--- src/rtl/md_pkg.sv ---
// ---------------------------------------------------------------------------
// md_pkg -- shared constants and types for the md_sequencer multi-cycle
// multiply / multiply-accumulate / divide unit.
//   WIDTH       operand width (the datapath is built for 32 only)
//   ITER_CNT_W  width of the RUN iteration counter (32 iterations, wraps)
//   op_e        operation encodings
//   state_e     sequencer states
//   mag33()     operand magnitude, 33 bits so signed -2^31 maps to 2^31
// ---------------------------------------------------------------------------
package md_pkg;

  localparam int WIDTH      = 32;
  localparam int ITER_CNT_W = 5;

  typedef enum logic [1:0] {
    OP_MUL = 2'b00,
    OP_MLA = 2'b01,
    OP_DIV = 2'b10,
    OP_RSV = 2'b11   // decoded as MUL
  } op_e;

  typedef enum logic [2:0] {
    S_IDLE,
    S_PREP,
    S_RUN,
    S_FIX,
    S_DONE
  } state_e;

  // Sign-extend to 33 bits when signed, then take the absolute value.
  function automatic logic [32:0] mag33(input logic [31:0] v, input logic is_signed);
    logic [32:0] ext;
    ext = {is_signed & v[31], v};
    return ext[32] ? (~ext + 33'd1) : ext;
  endfunction

endpackage

--- src/rtl/md_iter_step.sv ---
// ---------------------------------------------------------------------------
// md_iter_step -- one combinational iteration of the sequencer's RUN loop:
// a 33-bit add (shift-add multiply) or subtract (restoring divide).
//   i_x, i_y  33-bit operands
//   i_sub     1 = i_x - i_y, 0 = i_x + i_y
//   o_res     34-bit result; bit 33 is the carry (add) or borrow (subtract)
// ---------------------------------------------------------------------------
module md_iter_step (
  input  logic [32:0] i_x,
  input  logic [32:0] i_y,
  input  logic        i_sub,
  output logic [33:0] o_res
);

  assign o_res = i_sub ? ({1'b0, i_x} - {1'b0, i_y})
                       : ({1'b0, i_x} + {1'b0, i_y});

endmodule

--- src/rtl/md_sequencer.sv ---
// ---------------------------------------------------------------------------
// md_sequencer -- iterative 32x32 multiply, multiply-accumulate and divide.
// IDLE -> PREP -> RUN (32 cycles) -> FIX -> DONE -> IDLE; done is seen
// 35 cycles after the start-accept edge (3 cycles for skipped divides).
//   clk, reset        rising-edge clock, asynchronous active-low reset
//   start             request, sampled only in IDLE
//   op                00 MUL, 01 MLA, 10 DIV, 11 MUL
//   unsigned_op       1 unsigned, 0 two's complement
//   long_op           MLA accumulator {c,d} when 1, {0,c} when 0
//   a, b, c, d        operands (a/b multiplicands or dividend/divisor)
//   busy, done        in-flight flag, one-cycle completion pulse
//   result, result2   product low/high, or quotient/remainder
//   div_by_zero       set by a divide that produced no quotient
// Build option: define MD_DIV_EN to include the divide datapath; without it
// every DIV finishes early with result=0, result2=0, div_by_zero=1.
// ---------------------------------------------------------------------------
module md_sequencer #(
  parameter int WIDTH = md_pkg::WIDTH   // only 32 is supported
) (
  input  logic             clk,
  input  logic             reset,
  input  logic             start,
  input  logic [1:0]       op,
  input  logic             unsigned_op,
  input  logic             long_op,
  input  logic [WIDTH-1:0] a,
  input  logic [WIDTH-1:0] b,
  input  logic [WIDTH-1:0] c,
  input  logic [WIDTH-1:0] d,
  output logic             busy,
  output logic             done,
  output logic [WIDTH-1:0] result,
  output logic [WIDTH-1:0] result2,
  output logic             div_by_zero
);

  import md_pkg::*;

  state_e                r_state, w_next;
  op_e                   r_op;
  logic                  r_uns, r_long;
  logic [31:0]           r_a, r_b, r_c, r_d;
  logic [ITER_CNT_W-1:0] r_iter;
  logic [32:0]           r_hi;     // partial product high / partial remainder
  logic [31:0]           r_lo;     // multiplier shifting out / quotient shifting in
  logic [32:0]           r_mag;    // multiplicand or divisor magnitude
  logic                  r_neg_q;  // product or quotient must be negated
`ifdef MD_DIV_EN
  logic                  r_neg_r;  // remainder takes the dividend's sign
`endif
  logic [31:0]           r_result, r_result2;
  logic                  r_dbz;

  logic                  w_skip;
  logic [32:0]           w_step_x, w_step_y;
  logic                  w_step_sub;
  logic [33:0]           w_step;
  logic [63:0]           w_prod, w_prod_s, w_acc, w_fix;
  logic                  w_fix_dbz;

  assign busy        = (r_state == S_PREP) || (r_state == S_RUN) || (r_state == S_FIX);
  assign done        = (r_state == S_DONE);
  assign result      = r_result;
  assign result2     = r_result2;
  assign div_by_zero = r_dbz;

  // A divide with nothing to iterate jumps straight from PREP to FIX.
`ifdef MD_DIV_EN
  assign w_skip = (r_op == OP_DIV) && (r_b == '0);
`else
  assign w_skip = (r_op == OP_DIV);
`endif

  // NOTE: state and datapath registers use non-blocking assignments so every
  // register samples the pre-edge values of the others.
  always_ff @(posedge clk or negedge reset) begin
    if (!reset) r_state <= S_IDLE;
    else        r_state <= w_next;
  end

  // NOTE: every signal written in an always_comb block gets a default first,
  // so no path can leave it unassigned and infer a latch.
  always_comb begin
    w_next = r_state;
    case (r_state)
      S_IDLE:  if (start) w_next = S_PREP;
      S_PREP:  w_next = w_skip ? S_FIX : S_RUN;
      S_RUN:   if (r_iter == '1) w_next = S_FIX;
      S_FIX:   w_next = S_DONE;
      S_DONE:  w_next = S_IDLE;
      default: w_next = S_IDLE;
    endcase
  end

  // Operands of the single shared add/subtract step.
  always_comb begin
    w_step_x   = r_hi;
    w_step_y   = r_lo[0] ? r_mag : '0;
    w_step_sub = 1'b0;
`ifdef MD_DIV_EN
    if (r_op == OP_DIV) begin
      w_step_x   = {r_hi[31:0], r_lo[31]};
      w_step_y   = r_mag;
      w_step_sub = 1'b1;
    end
`endif
  end

  md_iter_step u_step (
    .i_x   (w_step_x),
    .i_y   (w_step_y),
    .i_sub (w_step_sub),
    .o_res (w_step)
  );

  // FIX-stage result: {result2, result}.
  assign w_prod = {r_hi[31:0], r_lo};

  always_comb begin
    w_prod_s  = r_neg_q ? (~w_prod + 64'd1) : w_prod;
    w_acc     = r_long ? {r_c, r_d} : {32'h0, r_c};
    w_fix     = (r_op == OP_MLA) ? (w_prod_s + w_acc) : w_prod_s;
    w_fix_dbz = 1'b0;
    if (r_op == OP_DIV) begin
`ifdef MD_DIV_EN
      if (r_b == '0) begin
        w_fix     = {r_a, 32'h0};
        w_fix_dbz = 1'b1;
      end else begin
        w_fix[31:0]  = r_neg_q ? -r_lo : r_lo;
        w_fix[63:32] = r_neg_r ? -r_hi[31:0] : r_hi[31:0];
      end
`else
      w_fix     = '0;
      w_fix_dbz = 1'b1;
`endif
    end
  end

  // NOTE: the operand latches are reset along with the visible state; they are
  // few and it keeps post-reset behaviour fully deterministic.
  always_ff @(posedge clk or negedge reset) begin
    if (!reset) begin
      r_op      <= OP_MUL;
      r_uns     <= 1'b0;
      r_long    <= 1'b0;
      r_a       <= '0;
      r_b       <= '0;
      r_c       <= '0;
      r_d       <= '0;
      r_iter    <= '0;
      r_hi      <= '0;
      r_lo      <= '0;
      r_mag     <= '0;
      r_neg_q   <= 1'b0;
`ifdef MD_DIV_EN
      r_neg_r   <= 1'b0;
`endif
      r_result  <= '0;
      r_result2 <= '0;
      r_dbz     <= 1'b0;
    end else begin
      case (r_state)
        S_IDLE: begin
          if (start) begin
            r_op   <= op_e'(op);
            r_uns  <= unsigned_op;
            r_long <= long_op;
            r_a    <= a;
            r_b    <= b;
            r_c    <= c;
            r_d    <= d;
          end
        end
        S_PREP: begin
          r_iter  <= '0;
          r_hi    <= '0;
          r_neg_q <= ~r_uns & (r_a[31] ^ r_b[31]);
          if (r_op == OP_DIV) begin
            r_lo  <= 32'(mag33(r_a, ~r_uns));
            r_mag <= mag33(r_b, ~r_uns);
          end else begin
            r_lo  <= 32'(mag33(r_b, ~r_uns));
            r_mag <= mag33(r_a, ~r_uns);
          end
`ifdef MD_DIV_EN
          r_neg_r <= ~r_uns & r_a[31];
`endif
        end
        S_RUN: begin
          r_iter <= r_iter + 1'b1;
`ifdef MD_DIV_EN
          if (r_op == OP_DIV) begin
            // Restoring divide: keep the difference only if it did not borrow.
            r_hi <= w_step[33] ? w_step_x : w_step[32:0];
            r_lo <= {r_lo[30:0], ~w_step[33]};
          end else begin
            r_hi <= w_step[33:1];
            r_lo <= {w_step[0], r_lo[31:1]};
          end
`else
          r_hi <= w_step[33:1];
          r_lo <= {w_step[0], r_lo[31:1]};
`endif
        end
        S_FIX: begin
          r_result  <= w_fix[31:0];
          r_result2 <= w_fix[63:32];
          r_dbz     <= w_fix_dbz;
        end
        default: ;
      endcase
    end
  end

endmodule

--- config.mk ---
export PLATFORM = sky130hd
export DESIGN_NAME = md_sequencer
export DESIGN_NICKNAME = d
export VERILOG_FILES = /design/src/rtl/md_pkg.sv /design/src/rtl/md_iter_step.sv /design/src/rtl/md_sequencer.sv
export SDC_FILE = /design/constraint.sdc
export NUM_CORES = 1
export LEC_CHECK = 0
export ABC_AREA = 1
export CAP_MARGIN = 10
export CORE_UTILIZATION = 60
export CTS_CLUSTER_DIAMETER = 40
export DETAILED_ROUTE_END_ITERATION = 6
export GPL_TIMING_DRIVEN = 1
export PLACE_DENSITY = 0.82
export SLEW_MARGIN = 40
export SYNTH_ARGS = -nofsm -noshare
export SYNTH_HDL_FRONTEND = slang
export SYNTH_SLANG_ARGS = --single-unit
--- constraint.sdc ---
create_clock -name clk -period 5.3 [get_ports clk]
set_input_delay 0.53 -clock clk [delete_from_list [all_inputs] [get_ports clk]]
set_output_delay 0.53 -clock clk [all_outputs]
set_load 0.1 [all_outputs]
==> impl_metrics.tcl <==
set metrics [dict create \
    status "finished clean" \
    io_pins 202 \
    synth_top_family_by_area "simple AND/OR/NAND/NOR gates" \
    synth_top_cell_area_share_pct 32.44 \
    antenna_left 0 \
    track_usage_pct 44.48 \
    cts_setup_buffers 0 \
    die_height_um 199.7 \
    crit_fanout 6 \
    clock_latency_ns 0.62 \
    drtIter0Drc 3144 \
    numCtsBuffers 51 \
    placed_area_um2 25630 \
    post-route-period-util_pct 91.69 \
    routed_wirelength_um 88110 \
    report.final.hold_viol_count 0 \
    grt_first_pass_wirelength_um 134900 \
    clockBufferDepth 3 \
    cpPeakStageDelay_ns 0.48 \
    fin_cells 4053 \
    finalInstanceArea_um2 27480 \
    synth_fp_nets 3566 \
    grt_pass1_vias 24327 \
    fin_tns_setup_ns 0 \
    yosysMostFrequentCell "nand2_1" \
    nFillCells 3005 \
    fmax_mhz 205.8 \
    yosysWarnings 0 \
    h-tree-depth 2 \
    hp-class "primary input to async pin" \
    place.gp.congestion 1.044 \
    synth_area_leaders "dfrtp_1 32%, nand2_1 13%, inv_1 6.5%, ha_1 5.4%, nor2_1 5.4%" \
    wl_per_cell_um 21.74 \
    yosys.area.top_type "dfrtp_1" \
    synth.yosys.seq_area_share_pct 32.44 \
    synthCells 3328 \
    setup_violations 0 \
    dp_hpwl_um 65910 \
    synth-xor-area-share_pct 4.668 \
    avgViaCountPerCell 6.233 \
    numPortBuffers 201 \
    grt-ovfl-total 0 \
    rsz0062_at_grt "false" \
    syn2layout_area_growth_pct 17.16 \
    synth_compound_area_share_pct 16.48 \
    synth_edf_count 0 \
    max-slew-margin-rel_pct 42.98 \
    clk_pin_slew_ns 0.06 \
    critPathBufInv 3 \
    path_class "flop to flop" \
    cp-start-kind "flop" \
    synth_fa_ha_area_share_pct 5.559 \
    cts_tree "done" \
    synth_area_um2 23450 \
    drt-pass1-iter-count 7 \
    setup.worst_path.end_class "flop" \
    crit_path_top_delay_cell "xor2_1" \
    start_util_pct 60.83 \
    fp.coreArea_um2 38560 \
    fin_crit_ns 4.859 \
    async_flop_share_pct 100.0 \
    r2r-start "r_lo[1]$_DFFE_PN0P_" \
    ys.flop_type "dfrtp_1" \
    synth_seq_cells 304 \
    layout-drive-gt1-share_pct 11.64 \
    num_vias 25263 \
    clock_tree.root_cell "clkbuf_16" \
    synth_cell_type_count 66 \
    cap_violations 0 \
    dieWidth_um 199.7 \
    worst_path_dominant_cell_family "compound AO/OA/AOI/OAI gates" \
    multi_input_area_um2 13820 \
    grt_max_degree 135 \
    cts_sinks 304 \
    slew_viol_final 0 \
    skew_ns 0.04274 \
    path_common_cell "nand2_1" \
    design.die.area_um2 39880 \
    tightest_slew_ns 0.8463 \
    place_ws_ns 0.6644 \
    arrival_ns 5.32 \
    finalWorstSetupSlack_ns 0.4406 \
    yosys-top-cells-count "802 x nand2_1, 407 x inv_1, 336 x nor2_1" \
    dp_cells 3954 \
    drc 0 \
    synth-simple-area-share_pct 28.73 \
    worstPathRequired_ns 5.76 \
    final_nets 3729 \
    cp-startpoint "r_lo[1]$_DFFE_PN0P_" \
    worstPathCellList "inv_1 -> ha_1 -> nand3_2 -> nor2_4 -> nand2_4 -> o31ai_1 -> xor2_1 -> inv_1 -> ha_1 -> a21oi_1 -> inv_1 -> a21oi_1 -> o21ai_0 -> a21oi_1 -> o21ai_0 -> nand3_1 -> nand2_1 -> nand2_1 -> nand2_1 -> nand2_1 -> nand3_1 -> o211ai_1 -> nand2_1" \
    muxShareOfSynthArea_pct 3.361 \
    syn_avg_cell_area_um2 7.047 \
    rows 72 \
    regArea_um2 7610 \
    antenna_found_initial 1 \
    cts_resized 0 \
]
-- through the flow --
step	utilization (%)	hold slack [ns]
2_1_floorplan	-	0.2344
3_3_place_gp	67.31	0.4511
3_5_place_dp	66.47	0.4600
4_1_cts	71.18	0.4729
5_1_grt	71.25	0.4006
6_report	71.27	0.3860
-- metal layers --
metal | global-route usage [%] | up-vias | routed length, um
met5 | 0 | - | 13
li1 | - | 11339 | -
met4 | 26.04 | 2 | 5644
met1 | 56.39 | 11802 | 33860
met3 | 11.38 | 407 | 10100
met2 | 68.65 | 1713 | 38500
-- final timing paths --
check | to | slack (ns) | cells after the start
worst min-delay path | result2[22]$_DFFE_PN0P_ | 0.39 | 2
min in group clk | result2[22]$_DFFE_PN0P_ | 0.47 | 2
worst min register to register | result2[22]$_DFFE_PN0P_ | 0.47 | 2
worst max-delay path | result2[13]$_DFFE_PN0P_ | 0.44 | 23
worst max register to register | result2[13]$_DFFE_PN0P_ | 0.44 | 23
max in group asynchronous | r_lo[5]$_DFFE_PN0P_ | 3.69 | 4
-- sequential cells by signal, summed over array words and instances, names as in the netlist, 2 cells and up --
name     flops
r_a         32
r_b         32
r_c         32
r_d         32
r_hi        33
r_iter       5
r_lo        32
r_mag       33
r_op         2
r_state      3
result      32
result2     32
-- cell usage in the layout, fill, tap and decap left out, types with 7 or more instances in the layout --
cell type and count:
nand2_1 801, inv_1 406, nor2_1 334, dfrtp_1 302, a21oi_1 240, o21ai_0 212
nand3_1 164, clkdlybuf4s50_1 133, ha_1 101, xor2_1 89, mux2_2 70, buf_2 66
o211ai_1 52, clkbuf_16 51, nand4_1 43, xnor2_1 36, o221ai_1 36, nand2_2 33
a31oi_1 30, nor3_1 24, nor2_2 23, nand3_2 21, o21ai_1 17, nor4_1 15
nor2_4 15, o22ai_1 15, inv_2 14, nand2_4 13, o31ai_1 12, buf_4 12
or2_2 11, inv_6 9, o21bai_1 8, buf_12 8, clkinv_4 7
-- worst reg2reg max path, cell delays in order (launching register included) --
cell	delay (ns)
dfrtp_1	0.40
inv_1	0.13
ha_1	0.26
nand3_2	0.14
nor2_4	0.21
nand2_4	0.09
o31ai_1	0.26
xor2_1	0.48
inv_1	0.10
ha_1	0.42
a21oi_1	0.18
inv_1	0.07
a21oi_1	0.26
o21ai_0	0.33
a21oi_1	0.19
o21ai_0	0.33
nand3_1	0.22
nand2_1	0.11
nand2_1	0.10
nand2_1	0.06
nand2_1	0.06
nand3_1	0.10
o211ai_1	0.15
nand2_1	0.08
-- area by class of cell --
cell class              count  share of cell area [%]
clock buffers              57                   4.836
inverters                 430                   5.910
repair buffers            222                   7.149
clock inverters            37                   1.739
well taps                 518                   2.359
flip-flops and latches    304                   27.69
multi-input cells        2482                   50.29
diodes                      3                 0.02732
-- logic make-up after synthesis --
| logic type | count (synthesis) |
|---|---|
| xor gates and xnor gates | 125 |
| DFF | 304 |
| adders and majority gates | 103 |
| and+or+nand+nor | 1518 |
| AOI/OAI and AO/OA | 666 |
| buffers and inverters | 542 |
| muxes | 70 |
-- timing repair --
item / in CTS / in global routing
hold endpoints to repair: 10 / 0
hold buffers: 1 / 0
endpoints found under the setup margin: 0 / 0
Power is not shown: default switching activity piles up to over one toggle a cycle in this logic, so the estimate is an artifact.
